[src/rtl/sfot_bus_pkg.sv]
// Shared bus definitions for the RAM arbiter: owner states and the fixed
// values of the CPU memory map.
package sfot_bus_pkg;

  typedef enum logic [1:0] {
    ST_CPU   = 2'd0,
    ST_DMA   = 2'd1,
    ST_GUARD = 2'd2
  } arb_state_e;

  localparam logic [15:0] RAM_TOP    = 16'h8000;
  localparam logic [7:0]  NOP_OPCODE = 8'hEA;

endpackage

[src/rtl/ram_arbiter.sv]
// Single-port RAM arbiter between a stallable CPU and a DMA requester, with
// bounded DMA bursts followed by a guaranteed CPU window.
module ram_arbiter
  import sfot_bus_pkg::*;
#(
  parameter int MAX_BURST    = 4,
  parameter int GUARD_CYCLES = 1
) (
  input  logic        clk,
  input  logic        resb,
  input  logic [15:0] cpu_ab,
  input  logic        cpu_we,
  input  logic [7:0]  cpu_do,
  output logic        cpu_rdy,
  output logic [7:0]  cpu_di,
  input  logic        dma_req,
  input  logic [14:0] dma_addr,
  input  logic        dma_we,
  input  logic [7:0]  dma_wdata,
  output logic        dma_gnt,
  output logic        dma_rvalid,
  output logic [7:0]  dma_rdata,
  output logic [14:0] ram_addr,
  output logic        ram_en,
  output logic        ram_we,
  output logic [7:0]  ram_wdata,
  input  logic [7:0]  ram_rdata
);

  arb_state_e state_q, state_d;
  logic [3:0] burst_q, burst_d;
  logic [2:0] guard_q, guard_d;
  logic       cpu_rd_q, dma_rd_q;
  logic [7:0] hold_q;
  logic       cpu_own, cpu_hit, accept, we_raw;

  assign cpu_own = (state_q != ST_DMA);
  assign cpu_hit = (cpu_ab < RAM_TOP);
  assign accept  = dma_gnt & dma_req;

  assign cpu_rdy   = cpu_own;
  assign dma_gnt   = ~cpu_own;
  assign ram_addr  = cpu_own ? cpu_ab[14:0] : dma_addr;
  assign ram_en    = cpu_own ? cpu_hit : dma_req;
  assign ram_wdata = cpu_own ? cpu_do : dma_wdata;
  assign we_raw    = cpu_own ? (cpu_we & cpu_hit) : (dma_req & dma_we);
  // Reset must kill an in-flight write immediately, not at the next edge.
  assign ram_we    = we_raw & resb;

  assign cpu_di     = cpu_rd_q ? ram_rdata : hold_q;
  assign dma_rvalid = dma_rd_q;
  assign dma_rdata  = ram_rdata;

  always_comb begin
    state_d = state_q;
    burst_d = burst_q;
    guard_d = guard_q;
    case (state_q)
      ST_CPU: if (dma_req) state_d = ST_DMA;
      ST_DMA: begin
        if (!dma_req) begin
          state_d = ST_CPU;
          burst_d = '0;
        end else if (burst_q == 4'(MAX_BURST - 1)) begin
          state_d = ST_GUARD;
          burst_d = '0;
          guard_d = '0;
        end else begin
          burst_d = burst_q + 4'd1;
        end
      end
      ST_GUARD: begin
        // The last guard cycle already acts as a CPU cycle, so a pending
        // request is honoured without an extra idle CPU cycle.
        if (guard_q == 3'(GUARD_CYCLES - 1)) begin
          state_d = dma_req ? ST_DMA : ST_CPU;
          guard_d = '0;
        end else begin
          guard_d = guard_q + 3'd1;
        end
      end
      default: state_d = ST_CPU;
    endcase
  end

  always_ff @(posedge clk or negedge resb) begin
    if (!resb) begin
      state_q  <= ST_CPU;
      burst_q  <= '0;
      guard_q  <= '0;
      cpu_rd_q <= 1'b0;
      dma_rd_q <= 1'b0;
      hold_q   <= NOP_OPCODE;
    end else begin
      state_q  <= state_d;
      burst_q  <= burst_d;
      guard_q  <= guard_d;
      cpu_rd_q <= cpu_own & cpu_hit & ~cpu_we;
      dma_rd_q <= accept & ~dma_we;
      if (cpu_rd_q) hold_q <= ram_rdata;
    end
  end

endmodule

[config.mk]
export PLATFORM = sky130hd
export DESIGN_NAME = ram_arbiter
export DESIGN_NICKNAME = d
export VERILOG_FILES = /design/src/rtl/sfot_bus_pkg.sv /design/src/rtl/ram_arbiter.sv
export SDC_FILE = /design/constraint.sdc
export NUM_CORES = 1
export LEC_CHECK = 0
export CAP_MARGIN = 5
export CORE_UTILIZATION = 30
export DETAILED_ROUTE_END_ITERATION = 6
export GPL_ROUTABILITY_DRIVEN = 0
export PLACE_DENSITY_LB_ADDON = 0.1
export SYNTH_ARGS = -nofsm -noshare
export SYNTH_HDL_FRONTEND = slang
export SYNTH_SLANG_ARGS = --single-unit
[constraint.sdc]
create_clock -name clk -period 1.23 [get_ports clk]
set_input_delay 0.246 -clock clk [delete_from_list [all_inputs] [get_ports clk]]
set_output_delay 0.246 -clock clk [all_outputs]
set_load 0.02 [all_outputs]
==> metrics.txt, run 1 <==
largest cells by area after synthesis=dfrtp_1 27%, nand2_1 21%, dfstp_2 10%, mux2_2 7.0%, buf_4 5.3%; DP Worst Slack=-0.720 ns; vias in the first global route=1276; Worst-Margin Slew=0.260 ns; register area share after synthesis=37.6%; DRC=0; IO buf count=103; Final Setup Violations=41; layout filler cell count=332; worst setup path end=ram_wdata[7]; Max-slew headroom=82.4%; layout cells sized above 1=45.2%; Synth Warn #=0; Max Cap Violations=0; TritonCTS sink count=19; Seq cells post-synth=19; reg2reg start=state_q[1]$_DFFE_PN0P_; Crit Path Class=register to output port; worst min path class=input port to async pin; initial antenna violation count=0; r2r endpoint=guard_q[1]$_DFFE_PN0P_; Crit Path Max Fanout=10; row cnt=23; Critical Path AT=1.31 ns; global-route wire length before repair=5.93 mm; Vias=1453; post-route insts no fill=331; Top FF cell, synth=dfrtp_1; post-route ant nets=0; failing checks=setup timing; clock-pin transition on the worst setup and hold timing paths=0.07 ns; CTS H-tree lvls=1; clock buffers created by TritonCTS=3; placed cell areas=0.00256 mm²; Worst Hold Margin=0.393 ns; Starting DRT DRC Count=32; CP cell instances=nand2b_4, inv_8, buf_12, nand2_1, nand2_2, buf_6; R2R setup slack=-0.16 ns; initial core utilization=31.5%; pwr/cell area=983 mW/mm²; post-DR wirelength/cell=12.7 µm; Synth Net Count=222; Async S/R FF share, synth=100%; total global routing track utilization=17.2%; drt pass-1 iters=4; Tcrit/Tclk final=126%; Vias/cell=4.39; R2R cell count=6; CP Capture Type=output port; top-count cell post-synth=nand2_1; area grow syn2layout=114%; Yosys top cell by area=dfrtp_1; synth unique cells=32; fin area=0.00274 mm²; Clk Latency, worst-skew pair=0.26 ns; core box area=0.00406 mm²; Die Y-Extent=67.3 µm; cell count after synthesis=159; nets=345; RSZ-0062 raised after global routing=true; Synth top cells by count=73 x nand2_1, 14 x dfrtp_1, 9 x buf_4; Max IR drop VDD=0.744 mV; largest net degree at the start of global routing=20; hold_buf cts=0; CP startpoint=state_q[1]$_DFFE_PN0P_; final critical-path required period=1.55 ns; clock skew=0.00426 ns; Final Hold Vio Count=0; dpl hpwl=3.31 mm; Root Buffer Master=clkbuf_8; Crit path required time=0.98 ns; Synth Cell Area=0.00128 mm²; slowest stage delay, CP=0.38 ns; status=complete, but fails checks; die area=0.00453 mm²; Die X=67.3 µm; final worst setup slack=-0.324 ns; post-synth top area share=27.4%; Slew Viols, Final=0; TritonCTS clock tree=built; CP startpoint kind=register; Total Wirelength=4.20 mm; Post-synth EDFFs=0; syn_area_per_cell=8.05 µm²; Leak=1.33 nW; Antenna Diode Count=0; GRT Residual Overflow=0; Slowest-stage cell, CP=dfrtp_1; FMAX=643 MHz; Longest Clk Path Bufs=2; setup TNS=-10.87 ns; I/O pin total=104; Inst Count DP=320
how the worst min path moves through the flow:
stage / endpoint / slack, ns / depth (start not counted)
2_1_floorplan: burst_q[0]$_DFFE_PN0P_ / -0.05 / 0
3_3_place_gp: hold_q[4]$_DFF_PN0_ / 0.48 / 1
3_5_place_dp: hold_q[4]$_DFF_PN0_ / 0.48 / 1
4_1_cts: burst_q[0]$_DFFE_PN0P_ / 0.41 / 2
5_1_grt: burst_q[1]$_DFFE_PN0P_ / 0.42 / 2
6_report: burst_q[0]$_DFFE_PN0P_ / 0.39 / 2
cells in the final DEF (no fill, tap or decap), types with 2 or more instances in the layout:
| cell type | synthesis | final |
|---|---|---|
| clkdlybuf4s50_1 | 0 | 58 |
| nand2_1 | 73 | 53 |
| buf_6 | 2 | 40 |
| buf_4 | 9 | 23 |
| nand2_2 | 0 | 19 |
| dfrtp_1 | 14 | 14 |
| buf_2 | 5 | 9 |
| mux2_4 | 0 | 8 |
| nand2b_1 | 6 | 5 |
| dfstp_2 | 5 | 5 |
| a21oi_1 | 4 | 3 |
| nand3_1 | 4 | 3 |
| clkbuf_8 | 0 | 3 |
| buf_12 | 1 | 3 |
| nand2_4 | 1 | 2 |
| nor2_1 | 4 | 2 |
| nand3_4 | 0 | 2 |
| inv_1 | 3 | 2 |
| ha_2 | 0 | 2 |
| dlygate4sd2_1 | 0 | 2 |
what timing repair did:
item,in CTS,in global routing
gates resized for setup,262,6
buffers inserted,3,5
pin swaps,5,3
cloned,0,0
endpoints found under the setup margin,50,44
metal layers:
layer,up-vias,track usage [%],wire [µm]
met5,-,0,0
met4,0,3.99,31
met3,4,4.05,286
met2,45,30.8,2200
met1,659,20.7,1680
li1,745,-,-
critical path: cells and delay by family, from the launching register on:
family / cells / cell delay, ns
buffers and inverters: 3 / 0.34
DFF: 1 / 0.38
and+or+nand+nor: 3 / 0.32
stage by stage:
step	utilization, %	total power [W]
detailed placement	63.1	0.00208
floorplan	-	0.00140
global placement	63.1	0.00206
global route	67.5	0.00284
CTS	66.9	0.00266
finish	67.5	0.00269
power breakdown:
| group | total, W | leakage, nW | switching (W) | internal, W |
|---|---|---|---|---|
| Combinational | 0.00146 | 1.07 | 0.000628 | 0.000835 |
| Clock | 0.000432 | 0.0228 | 0.000201 | 0.000230 |
| Sequential | 0.000798 | 0.235 | 0.0000551 | 0.000743 |
| Total | 0.00269 | 1.33 | 0.000884 | 0.00181 |
flip-flops by register name (all words and copies together) (netlist names):
signal and flops:
hold_q 8, burst_q 4, guard_q 3, dma_rvalid 1, cpu_rd_q 1, state_q 2
area by class of cell:
| class | count | area, µm² | share of cell area (%) |
|---|---|---|---|
| repair buffers | 135 | 1330 | 48.4 |
| multi-input cells | 119 | 802 | 29.3 |
| flip-flops and latches | 19 | 482 | 17.6 |
| well taps | 50 | 62.6 | 2.28 |
| clock buffers | 4 | 45.0 | 1.64 |
| inverters | 4 | 22.5 | 0.822 |
logic make-up after synthesis:
| logic type | synth area share, % |
|---|---|
| simple gates | 32.9 |
| flops | 37.6 |
| mux | 7.04 |
| fa+ha+maj | 2.93 |
| buf+inv | 12.1 |
| compound gates | 7.33 |
(Power assumes the default switching activity.)
==> run 2, diff against run 1 <==
--- a/config.mk
+++ b/config.mk
@@ -7,9 +7,12 @@
 export LEC_CHECK = 0
 export CAP_MARGIN = 5
 export CORE_UTILIZATION = 30
+export CTS_BUF_LIST = sky130_fd_sc_hd__clkbuf_8 sky130_fd_sc_hd__clkbuf_16
 export DETAILED_ROUTE_END_ITERATION = 6
 export GPL_ROUTABILITY_DRIVEN = 0
 export PLACE_DENSITY_LB_ADDON = 0.1
+export SLEW_MARGIN = 20
 export SYNTH_ARGS = -nofsm -noshare
 export SYNTH_HDL_FRONTEND = slang
 export SYNTH_SLANG_ARGS = --single-unit
+export TNS_END_PERCENT = 50
==> run 2 against run 1 <==
Against the previous run: total power is 6.4% lower; the flow still finishes with violations (setup timing); sequential share of layout area rose by 0.44 points; clock power fell by 1%; die area unchanged; combinational power is 11% lower; clock skew shrank 0.0015 ns; global-route usage about the same; non-clock buffer count is 5 lower; flip-flop and latch count did not move; critical path depth did not move.
==> metrics.txt, run 2 (synthesis gave the netlist of run 1 again) <==
Root Buffer Master=clkbuf_8; GRT Residual Overflow=0 (unchanged); Worst-Margin Slew=0.271 ns (+0.0105 ns); Longest Clk Path Bufs=2 (unchanged); initial antenna violation count=0 (unchanged); Crit Path Class=register to output port; most frequent cells in the layout=58 x clkdlybuf4s50_1, 36 x nand2_1, 30 x nand2_2, 27 x buf_4, 26 x buf_6; Slew Viols, Final=0 (unchanged); Max Cap Violations=0 (unchanged); RSZ-0062 raised after global routing=true; CP startpoint kind=register; IO buf count=103 (unchanged); Die Y-Extent=67.3 µm (unchanged); TritonCTS sink count=19 (unchanged); Most flops, register=hold_q; clock skew=0.00278 ns (-0.00148 ns); Crit Path Max Fanout=6 (-4); post-route insts no fill=326 (-1.5%); Pwr Total=0.00252 W (-6.4%); global-route wire length before repair=5.87 mm (-1.1%); biggest registers after layout=hold_q (8), burst_q (4), guard_q (3); Inst Count DP=321 (+0.31%); core box area=0.00406 mm² (unchanged); post-route ant nets=0 (unchanged); Clk Latency, worst-skew pair=0.25 ns (about the same); reg2reg start=state_q[1]$_DFFE_PN0P_; status=complete, but fails checks; R2R cell count=6 (unchanged); Total Wirelength=4.13 mm (-1.6%); Antenna Diode Count=0 (unchanged); total global routing track utilization=17.3% (+0.048 points); Die X=67.3 µm (unchanged); Max IR drop VDD=0.792 mV (+6.3%); R2R setup slack=-0.24 ns (-0.08 ns); Tcrit/Tclk final=126% (-0.79 points); CP Capture Type=output port; area grow syn2layout=109%; Critical Path AT=1.30 ns (about the same); dpl hpwl=3.15 mm (-4.9%); CP startpoint=state_q[1]$_DFFE_PN0P_; Starting DRT DRC Count=25 (-22%); row cnt=23 (unchanged); CTS H-tree lvls=1 (unchanged); commonest non-fill, non-tap cell in the layout=clkdlybuf4s50_1; final worst setup slack=-0.315 ns (+0.00976 ns); Final Setup Violations=41 (unchanged); layout cells sized above 1=50.4% (+5.2 points); vias in the first global route=1288 (+0.94%); clock-pin transition on the worst setup and hold timing paths=0.07 ns (about the same); post-DR wirelength/cell=12.7 µm (about the same); failing checks=setup timing; die area=0.00453 mm² (unchanged); worst min path class=input port to async pin; initial core utilization=31.5% (unchanged); nets=340 (-1.4%); clock buffers created by TritonCTS=3 (unchanged); DRC=0 (unchanged); TritonCTS clock tree=built; layout filler cell count=356 (+7.2%); max reg flops=8 (unchanged); worst setup path end=ram_wdata[7]; Crit path required time=0.98 ns (about the same); Vias/cell=4.44 (+1.0%); largest net degree at the start of global routing=20 (unchanged); Vias=1446 (-0.48%); I/O pin total=104 (unchanged); Final Hold Vio Count=0 (unchanged); final critical-path required period=1.54 ns (-0.00976 ns); pwr/cell area=942 mW/mm² (-4.1%); Leak=1.30 nW (-2.3%); drt pass-1 iters=2 (-2); hold_buf cts=0 (unchanged); Max-slew headroom=81.9% (-0.43 points); FMAX=647 MHz (+0.63%); setup TNS=-10.67 ns (+0.197 ns); r2r endpoint=guard_q[1]$_DFFE_PN0P_
-- run 2: cell types whose count changed in the layout (fill, tap and decap cells not counted), moves of 4 or more --
cell and change:
nand2_1 -17, buf_6 -14, buf_4 +4, buf_2 +5, nand2_4 +6, mux2_2 +8, nand2_2 +11, mux2_4 -8
-- run 2: power by group --
part,switching (W),total (W),internal (W)
clock,0.000202,0.000427,0.000225
sequential,0.0000501,0.000792,0.000742
combinational,0.000611,0.00130,0.000689
total,0.000863,0.00252,0.00166
-- run 2: how the worst min path moves through the flow --
| stage | start | to | cells past startpoint |
|---|---|---|---|
| after global routing | resb | hold_q[2]$_DFF_PN0_ | 2 |
| final | resb | hold_q[2]$_DFF_PN0_ | 2 |
| after CTS | resb | hold_q[2]$_DFF_PN0_ | 2 |
| after detailed placement | hold_q[2]$_DFF_PN0_ | hold_q[2]$_DFF_PN0_ | 1 |
| after floorplan | resb | burst_q[0]$_DFFE_PN0P_ | 0 |
| after global placement | hold_q[2]$_DFF_PN0_ | hold_q[2]$_DFF_PN0_ | 1 |
-- run 2: cell type report --
type                    count  area [µm²]  share of cell area [%]
clock buffers               3        41.3                    1.54
clock inverters             1        5.00                   0.187
inverters                   4        22.5                   0.842
multi-input cells         119         837                    31.3
flip-flops and latches     19         482                    18.0
well taps                  50        62.6                    2.34
repair buffers            130        1220                    45.8
-- run 2: timing repair --
action                                  CTS  global route
endpoints found under the setup margin   49            50
gates cloned                              0             0
resized for setup                       229            39
pin swaps                                 5            14
setup buffers                             0             1
-- run 2: worst max-delay path, stage by stage (launching register included) --
cell and delay [ns]:
dfrtp_1 0.38, nand2b_4 0.19, inv_8 0.10, buf_12 0.14
nand2_4 0.05, nand2_2 0.07, buf_6 0.11
-- run 2: per-stage QoR --
step                hold slack, ns  setup WS (ns)  utilization, %  instance area, µm²
floorplan                  -0.0496         -0.107               -                1350
global placement             0.478         -0.685            62.6                2540
detailed placement           0.491         -0.703            62.6                2540
CTS                          0.418         -0.321            64.0                2600
global route                 0.416         -0.385            65.9                2670
finish                       0.402         -0.315            65.9                2670
-- run 2: routing by layer --
| metal | GRT usage (%) | wire, µm | up-vias |
|---|---|---|---|
| li1 | - | - | 732 |
| met1 | 20.4 | 1630 | 655 |
| met2 | 29.9 | 2090 | 51 |
| met3 | 4.90 | 320 | 8 |
| met4 | 5.59 | 84 | 0 |
| met5 | 0 | 0 | - |
==> run 3, diff against run 2 <==
--- a/config.mk
+++ b/config.mk
@@ -6,9 +6,10 @@
 export NUM_CORES = 1
 export LEC_CHECK = 0
 export CAP_MARGIN = 5
-export CORE_UTILIZATION = 30
+export CORE_UTILIZATION = 56
 export CTS_BUF_LIST = sky130_fd_sc_hd__clkbuf_8 sky130_fd_sc_hd__clkbuf_16
 export DETAILED_ROUTE_END_ITERATION = 6
+export DONT_BUFFER_PORTS = 1
 export GPL_ROUTABILITY_DRIVEN = 0
 export PLACE_DENSITY_LB_ADDON = 0.1
 export SLEW_MARGIN = 20
==> run 3 against run 2 <==
Against the previous run: the run still ends with setup timing left; setup slack lost 0.0054 ns; first-iteration DRC count up 76%; highest routed layer unchanged; critical path depth fell by 1.
==> metrics.txt, run 3 (synthesis gave the netlist of run 1 again) <==
Die Y-Extent=49.8 µm (-26%); Tcrit/Tclk final=126% (+0.44 points); TritonCTS clock tree=built; pwr/cell area=1170 mW/mm² (+24%); worst hold path cell count=1; Critical Path AT=1.30 ns (about the same); Longest Clk Path Bufs=2 (unchanged); Starting DRT DRC Count=44 (+76%); IO buf count=0 (-100%); Vias/cell=6.27 (+41%); Final Setup Violations=44 (+7.3%); RSZ-0062 raised after global routing=true; Crit Path Class=register to output port; most frequent cells in the layout=41 x nand2_4, 27 x nand2_1, 15 x buf_4, 13 x dfrtp_1, 8 x mux2_2; CP cell instances=nand2b_4, clkinv_8, buf_12, nand2_4, nand2_4; Most flops, register=hold_q; layout cells sized above 1=60.6% (+10 points); CP Capture Type=output port; Worst Hold Launch=cpu_ab[15]; post-DR wirelength/cell=23.3 µm (+84%); Max Cap Violations=0 (unchanged); R2R cell count=6 (unchanged); TritonCTS sink count=19 (unchanged); initial core utilization=62.1% (+31 points); Finished Core Util=91.8% (+26 points); post-route ant nets=0 (unchanged); max reg flops=8 (unchanged); nets=234 (-31%); failing checks=setup timing; Max-slew headroom=44.1% (-38 points); worst min path class=input port to register; Antenna Diode Count=0 (unchanged); CTS H-tree lvls=1 (unchanged); Worst-Margin Slew=0.838 ns (+0.567 ns); Final Hold Vio Count=0 (unchanged); reg2reg start=state_q[1]$_DFFE_PN0P_; setup TNS=-10.42 ns (+0.246 ns); status=complete, but fails checks; CP startpoint kind=register; area grow syn2layout=47.9%; initial antenna violation count=0 (unchanged); Leak=0.939 nW (-28%); Crit Path Max Fanout=7 (+1); clock skew=0.00443 ns (+0.00165 ns); CP most frequent cell=nand2_4; Clk Latency, worst-skew pair=0.26 ns (about the same); Slew Viols, Final=0 (unchanged); final critical-path required period=1.55 ns (+0.00539 ns); die area=0.00248 mm² (-45%); Max IR drop VDD=1.48 mV (+87%); vias in the first global route=1046 (-19%); core box area=0.00206 mm² (-49%); final worst setup slack=-0.320 ns (-0.00539 ns); FMAX=645 MHz (-0.35%); total global routing track utilization=24.5% (+7.3 points); row cnt=16 (-30%); clock buffers created by TritonCTS=3 (unchanged); Die X=49.8 µm (-26%); I/O pin total=104 (unchanged); Hold Crit Endpoint=cpu_rd_q$_DFF_PN0_; biggest registers after layout=hold_q (8), burst_q (4), guard_q (3); DRC=0 (unchanged); r2r endpoint=guard_q[2]$_DFFE_PN0P_; largest net degree at the start of global routing=20 (unchanged); Crit path required time=0.98 ns (about the same); GRT Residual Overflow=0 (unchanged); Vias=1235 (-15%); dpl hpwl=2.21 mm (-30%); Total Wirelength=4.59 mm (+11%); global-route wire length before repair=4.53 mm (-23%); R2R setup slack=-0.18 ns (+0.06 ns); slowest stage delay, CP=0.42 ns (+0.04 ns); Root Buffer Master=clkbuf_8; drt pass-1 iters=4 (+2); clock-pin transition on the worst setup and hold timing paths=0.07 ns (about the same); commonest non-fill, non-tap cell in the layout=nand2_4; Slowest-stage cell, CP=dfrtp_1
run 3: cell count changes in the layout (fill, tap and decap cells not counted), moves of 2 or more:
cell,previous run,this run
nand2_2,30,6
clkdlybuf4s50_1,58,0
buf_2,14,0
dlygate4sd2_1,2,0
buf_6,26,4
clkbuf_16,0,2
nand2_1,36,27
nand2_4,8,41
buf_4,27,15
run 3: layer usage:
| layer | wire [µm] | track usage [%] | vias up | share of wire [%] |
|---|---|---|---|---|
| li1 | - | - | 527 | - |
| met1 | 1480 | 27.2 | 595 | 32 |
| met2 | 2460 | 43.2 | 90 | 53 |
| met3 | 400 | 6.79 | 23 | 8.7 |
| met4 | 255 | 11.0 | 0 | 5.6 |
| met5 | 0 | 0 | - | 0 |
run 3: metrics by stage:
step | total power, W | setup WS [ns] | area, µm² | hold WS (ns) | instances
final | 0.00221 | -0.320 | 1890 | 0.0322 | 197
after global routing | 0.00230 | -0.354 | 1890 | 0.0229 | 197
after CTS | 0.00196 | -0.268 | 1520 | 0.0404 | 193
after detailed placement | 0.00148 | -0.144 | 1410 | -0.0492 | 187
after global placement | 0.00145 | -0.0592 | 1410 | -0.0492 | 187
after floorplan | 0.00139 | -0.107 | 1350 | -0.0496 | 159
run 3: area by class of cell:
class / count / area, µm²
clock buffer: 3 / 41.3
clock inverter: 1 / 5.00
fill: 76 / 169
inverter: 4 / 27.5
multi-input combinational: 119 / 1040
sequential: 19 / 483
tap: 27 / 33.8
timing repair buffer: 24 / 260
run 3: critical path, delay by kind of cell, from the launching register on:
| kind | cells | cell delay (ns) |
|---|---|---|
| AND/OR/NAND/NOR | 3 | 0.35 |
| flip-flops | 1 | 0.42 |
| buffers and inverters | 2 | 0.27 |
run 3: what timing repair did:
item,4_1_cts,5_1_grt
pin swaps,2,36
resized for setup,18,73
setup buffers,1,2
cloned,0,2
setup endpoints to repair,41,43
hold endpoints to repair,19,0
hold buffers,1,0
run 3: worst max path at each step:
stage	from	endpoint	slack, ns
after floorplan	state_q[1]$_DFFE_PN0P_	ram_we	-0.11
after detailed placement	guard_q[0]$_DFFE_PN0P_	guard_q[2]$_DFFE_PN0P_	-0.14
final	state_q[0]$_DFFE_PN0P_	ram_addr[4]	-0.32
after CTS	state_q[1]$_DFFE_PN0P_	ram_addr[0]	-0.27
after global placement	guard_q[0]$_DFFE_PN0P_	guard_q[2]$_DFFE_PN0P_	-0.06
after global routing	state_q[0]$_DFFE_PN0P_	ram_addr[4]	-0.35
run 3: where the power goes:
part	switching (W)	internal [W]
clock	0.000208	0.000225
combinational	0.000591	0.000369
sequential	0.0000787	0.000743
